--- config.mk ---
export PLATFORM = sky130hd
export DESIGN_NAME = dest_scoreboard
export DESIGN_NICKNAME = d
export VERILOG_FILES = /design/src/rtl/dest_scoreboard.sv
export SDC_FILE = /design/constraint.sdc
export NUM_CORES = 1
export LEC_CHECK = 0
export ABC_AREA = 0
export CAP_MARGIN = 20
export CORE_AREA = 4 4 77 79
export DETAILED_ROUTE_END_ITERATION = 12
export DIE_AREA = 0 0 81 83
export GPL_TIMING_DRIVEN = 0
export HOLD_SLACK_MARGIN = 0.08
export PLACE_DENSITY = 0.83
export REMOVE_ABC_BUFFERS = 1
export SLEW_MARGIN = 40
export SYNTH_ARGS = -nofsm -noshare
export SYNTH_HDL_FRONTEND = slang
export SYNTH_SLANG_ARGS = --single-unit
--- constraint.sdc ---
create_clock -name clk -period 2.4 [get_ports clk]
set_input_delay 0.24 -clock clk [delete_from_list [all_inputs] [get_ports clk]]
set_output_delay 0.24 -clock clk [all_outputs]
set_load 0.01 [all_outputs]
--- src/rtl/dest_scoreboard.sv ---
// dest_scoreboard
// Issue-stage destination scoreboard for the pipelined MIPS core.
// It decodes the instruction offered at issue and tracks in-flight
// destination registers in a DEPTH-slot shift pipeline. It stalls issue on
// a read-after-write hazard, or during the branch shadow that follows a
// control instruction. It also reports the register that retires each cycle.
//
// Ports:
//   clk          rising-edge clock
//   reset        synchronous, active-high; clears all tracking state
//   flush        clears all slots and the branch shadow at the next edge
//   issue_valid  issue_instr is a real instruction this cycle
//   issue_instr  32-bit instruction word offered for issue
//   stall        combinational; offered instruction is not accepted
//   accept       combinational; issue_valid & ~stall
//   busy_mask    bit r set when any valid slot holds destination r
//   inflight     number of valid slots
//   wb_valid     the oldest slot held a valid destination and just retired
//   wb_dest      register that retired, 0 when wb_valid is low
//   illegal      combinational; issue_valid with an undecodable opcode
//
// Parameters:
//   DEPTH      number of in-flight slots (1..8); slot 0 is the youngest
//   FWD        0: stall on any source match; 1: stall only on load-use
//   BR_SHADOW  forced stall cycles after an accepted branch/jump (0..7)

module dest_scoreboard #(
    parameter int DEPTH     = 3,
    parameter int FWD       = 0,
    parameter int BR_SHADOW = 2
) (
    input  logic        clk,
    input  logic        reset,
    input  logic        flush,
    input  logic        issue_valid,
    input  logic [31:0] issue_instr,
    output logic        stall,
    output logic        accept,
    output logic [31:0] busy_mask,
    output logic [3:0]  inflight,
    output logic        wb_valid,
    output logic [4:0]  wb_dest,
    output logic        illegal
);

    localparam logic [2:0] SHADOW_LOAD = 3'(BR_SHADOW);

    logic [DEPTH-1:0] slot_valid;
    logic [DEPTH-1:0] slot_load;
    logic [4:0]       slot_dest [DEPTH];
    logic [2:0]       shadow_cnt;

    logic [5:0] opcode;
    logic [4:0] rs;
    logic [4:0] rt;
    logic [4:0] rd;
    logic [4:0] dec_dest;
    logic [4:0] src_a;
    logic [4:0] src_b;
    logic       dec_load;
    logic       dec_branch;
    logic       dec_illegal;
    logic       hazard;

    assign opcode = issue_instr[31:26];
    assign rs     = issue_instr[25:21];
    assign rt     = issue_instr[20:16];
    assign rd     = issue_instr[15:11];

    // Instruction decode. An unused source is reported as register 0, and
    // register 0 never matches a slot, so unused sources cannot cause a hazard.
    always_comb begin
        dec_dest    = 5'd0;
        src_a       = 5'd0;
        src_b       = 5'd0;
        dec_load    = 1'b0;
        dec_branch  = 1'b0;
        dec_illegal = 1'b0;
        case (opcode)
            6'b000000: begin dec_dest = rd; src_a = rs; src_b = rt; end
            6'b001000: begin dec_dest = rt; src_a = rs; end
            6'b100011: begin dec_dest = rt; src_a = rs; dec_load = 1'b1; end
            6'b101011: begin src_a = rs; src_b = rt; end
            6'b000010: begin dec_branch = 1'b1; end
            6'b000100: begin src_a = rs; src_b = rt; dec_branch = 1'b1; end
            default:   begin dec_illegal = 1'b1; end
        endcase
    end

    // Hazard detection. Without forwarding, any in-flight producer of a
    // source blocks issue. With forwarding, only a load in the youngest slot
    // blocks issue, because its data is not yet available to forward.
    always_comb begin
        hazard = 1'b0;
        if (FWD == 0) begin
            for (int k = 0; k < DEPTH; k++) begin
                if (slot_valid[k] &&
                    ((src_a != 5'd0 && src_a == slot_dest[k]) ||
                     (src_b != 5'd0 && src_b == slot_dest[k]))) begin
                    hazard = 1'b1;
                end
            end
        end else begin
            if (slot_valid[0] && slot_load[0] &&
                ((src_a != 5'd0 && src_a == slot_dest[0]) ||
                 (src_b != 5'd0 && src_b == slot_dest[0]))) begin
                hazard = 1'b1;
            end
        end
    end

    assign stall   = issue_valid & (hazard | (shadow_cnt != 3'd0));
    assign accept  = issue_valid & ~stall;
    assign illegal = issue_valid & dec_illegal;

    // The slot pipeline keeps shifting while issue is stalled. Stalled
    // producers therefore drain out and a stall can never become permanent.
    // A new entry is written only for an accepted instruction with a
    // non-zero destination. Otherwise a bubble enters slot 0.
    always_ff @(posedge clk) begin
        if (reset || flush) begin
            slot_valid <= '0;
            slot_load  <= '0;
            for (int k = 0; k < DEPTH; k++) begin
                slot_dest[k] <= 5'd0;
            end
            shadow_cnt <= 3'd0;
            wb_valid   <= 1'b0;
            wb_dest    <= 5'd0;
        end else begin
            wb_valid <= slot_valid[DEPTH-1];
            wb_dest  <= slot_valid[DEPTH-1] ? slot_dest[DEPTH-1] : 5'd0;
            for (int k = DEPTH - 1; k > 0; k--) begin
                slot_valid[k] <= slot_valid[k-1];
                slot_load[k]  <= slot_load[k-1];
                slot_dest[k]  <= slot_dest[k-1];
            end
            slot_valid[0] <= accept && (dec_dest != 5'd0);
            slot_load[0]  <= dec_load;
            slot_dest[0]  <= dec_dest;
            if (accept && dec_branch) begin
                shadow_cnt <= SHADOW_LOAD;
            end else if (shadow_cnt != 3'd0) begin
                shadow_cnt <= shadow_cnt - 3'd1;
            end
        end
    end

    // Occupancy views. These are derived only from the slot flops, so they
    // show the contents left by the most recent edge.
    always_comb begin
        busy_mask = 32'd0;
        inflight  = 4'd0;
        for (int k = 0; k < DEPTH; k++) begin
            if (slot_valid[k]) begin
                busy_mask[slot_dest[k]] = 1'b1;
                inflight = inflight + 4'd1;
            end
        end
    end

endmodule

==> flow_metrics.tcl <==
set metrics [dict create \
    yosysMostFrequentCell "nand2_1" \
    cts_tree "yes" \
    totalWireLength_um 7670 \
    r2r_cells 6 \
    yosysWarnings 0 \
    finalMaxSlewViolations 0 \
    rows 27 \
    fin_crit_ns 2.39 \
    layout.nets 422 \
    worst_pin_slew_ns 0.620 \
    multi_input_area_um2 1800 \
    busiest_layer "met2" \
    p_seq_share_pct 53.7 \
    pre_cts_ws_ns -0.683 \
    fin_worst_skew_ns 0.00423 \
    finish.utilization_pct 60.0 \
    setup_slack_ns 0.00955 \
    port_buffers 68 \
    period_share_pct 99.6 \
    r2r_slack_ns 0.54 \
    syn_avg_cell_area_um2 6.95 \
    drcViolationCount 0 \
    post-dp-hpwl_um 5230 \
    rsz0062_at_grt "yes" \
    power_density_nw_per_um2 262 \
    initialDrtViolationCount 395 \
    start_util_pct 43.5 \
    clkTransAtPathRegs_ns 0.09 \
    num_vias 2748 \
    crit_buf_inv 2 \
    critPathMaxStageDelay_ns 0.43 \
    maxCapViolations 0 \
    h-tree-depth 1 \
    worstSetupPathType "in -> out" \
    synthArstFlopShare_pct 0 \
    root_buffer "clkbuf_8" \
    track_usage_pct 22.3 \
    fmax_mhz 418 \
    p_clk_share_pct 30.6 \
    ios 81 \
    grtUsageMet2_pct 37.6 \
    grt_pass1_vias 2524 \
    clk_path_buf_depth 2 \
    syn2layout_area_growth_pct 38.0 \
    drtPass1Iterations 7 \
    ys.flop_type "dfxtp_1" \
    met3_usage_pct 2.60 \
    synth-seq-cells 27 \
    antenna_left 0 \
    setup-violations-final 0 \
    grt_pass1_wl_um 12200 \
    ys_types 42 \
    critPathRequiredTime_ns 2.16 \
    p_total_w 0.000841 \
    grt_start_max_net_pins 19 \
    hold_viol 0 \
    worstPathMaxFanout 5 \
    antenna_found_initial 0 \
    ys_seq_area_share_pct 23.3 \
    worstSetupStartpointType "input pin" \
    cp-startpoint "issue_instr[26]" \
    p_leak_nw 1.26 \
    place_congestion 0.891 \
    synth_top_cell_by_area "dfxtp_1" \
    fin_area_um2 3200 \
    fillers 487 \
    p_int_w 0.000629 \
    path_cells "clkdlybuf4s15_1, or3_4, o32a_1, o41ai_2, nor3_2, and4_4, clkdlybuf4s15_2" \
    cts_made_buffers 3 \
    switchingPower_w 0.000211 \
    dpl_cell_area_um2 3000 \
    min-delay-start "issue_instr[20]" \
    overflow 0 \
    combPwrFrac_pct 15.7 \
    die_area_um2 6720 \
    clock_latency_ns 0.27 \
    min_path_type "in -> reg" \
    synth_top_area_share_pct 23.3 \
    use_met1_pct 29.2 \
    yosys-top-cells-area "dfxtp_1 (23%), nand2_1 (14%), a22oi_1 (10%)" \
    seqCellArea_um2 548 \
    r2r-start "slot_dest[0][6]" \
    swShare_pct 25.1 \
    crit_family "simple AND/OR/NAND/NOR gates" \
    routedWlPerCell_um 16.9 \
    synth_edf_count 0 \
    relSlewSlack_pct 58.6 \
    syn_inst 334 \
    cp.arrival_ns 2.15 \
    drive_above_1_share_pct 11.8 \
    syn_area_um2 2320 \
    coreArea_um2 5340 \
    crit_path_end_kind "primary output" \
    synth_commonest_cells "nand2_1 (85), a22oi_1 (31), dfxtp_1 (27)" \
    ir_drop_v 0.000299 \
    chipHeight_um 83 \
    holdWs_ns 0.455 \
    r2r_end "shadow_cnt[0]" \
    status "finished clean" \
    vias_per_cell 6.05 \
    crit_path_top_delay_cell "or3_4" \
    n_antenna_cell 0 \
    holdPathStages 3 \
    min_to "slot_dest[0][4]" \
    die_x_um 81 \
    cts_num_sinks 27 \
    cts_hold_buf 0 \
]
==> per-stage QoR <==
step	TNS, ns	cells
after global routing	-0.220	454
after floorplan	0	306
final	0	454
after global placement	-1.58	446
after CTS	-0.0000318	452
after detailed placement	-1.59	446
==> registers in the layout, summed over array words and instances, names as in the netlist <==
signal / cells
shadow_cnt: 3
wb_dest: 5
wb_valid: 1
slot_dest: 15
slot_valid: 3
==> layout make-up <==
cell class | instances | area share [%]
sequential | 27 | 17.1
clock buffer | 3 | 1.29
inverter | 6 | 0.703
timing repair buffer | 72 | 21.9
multi-input combinational | 273 | 56.1
tap | 72 | 2.81
clock inverter | 1 | 0.156
==> tightest hold or removal path, cell delays in order <==
cell and delay, ns:
dlygate4sd2_1 0.31, nand2_1 0.09, a21oi_1 0.06
==> how the worst max path moves through the flow <==
stage | slack [ns] | to | cells past startpoint
6_report | 0.01 | accept | 7
5_1_grt | -0.10 | accept | 7
4_1_cts | -0.00003 | accept | 7
3_5_place_dp | -0.68 | accept | 7
3_3_place_gp | -0.67 | accept | 7
2_1_floorplan | 0.50 | stall | 5
==> cells by family after synthesis <==
group | Yosys count | share of synthesized area [%]
and+or+nand+nor | 180 | 39.2
AOI/OAI and AO/OA | 58 | 18.3
buffers and inverters | 34 | 5.71
xor gates and xnor gates | 30 | 11.3
DFF | 27 | 23.3
adders and majority gates | 3 | 1.62
other | 1 | 0.162
muxes | 1 | 0.431
==> power by group through the flow <==
stage,registers (W),clock network [W],logic [W]
detailed placement,0.000462,0,0.000129
global route,0.000452,0.000280,0.000141
floorplan,0.000461,0,0.0000522
CTS,0.000451,0.000262,0.000127
finish,0.000452,0.000258,0.000132
global placement,0.000462,0,0.000125
==> layout by cell type (no fill, tap or decap), types with 8 or more instances in the layout <==
cell / n
nand2_1: 85
clkdlybuf4s50_1: 56
a22oi_1: 31
xnor2_1: 22
dfxtp_1: 21
and2_1: 12
and3_1: 11
nor2_1: 11
xor2_1: 8
a21oi_1: 8
==> metal layers <==
layer  vias up  routed length, um
met4         0                144
met3        19                780
li1       1265                  -
met2       183               3860
met5         -                  0
met1      1281               2880
==> what timing repair did <==
| item | CTS | global route |
|---|---|---|
| setup endpoints to repair | 24 | 34 |
| buffers inserted | 2 | 2 |
| gates resized for setup | 34 | 18 |
| gates cloned | 0 | 0 |
| pin swaps | 6 | 4 |
(Power assumes the default switching activity.)
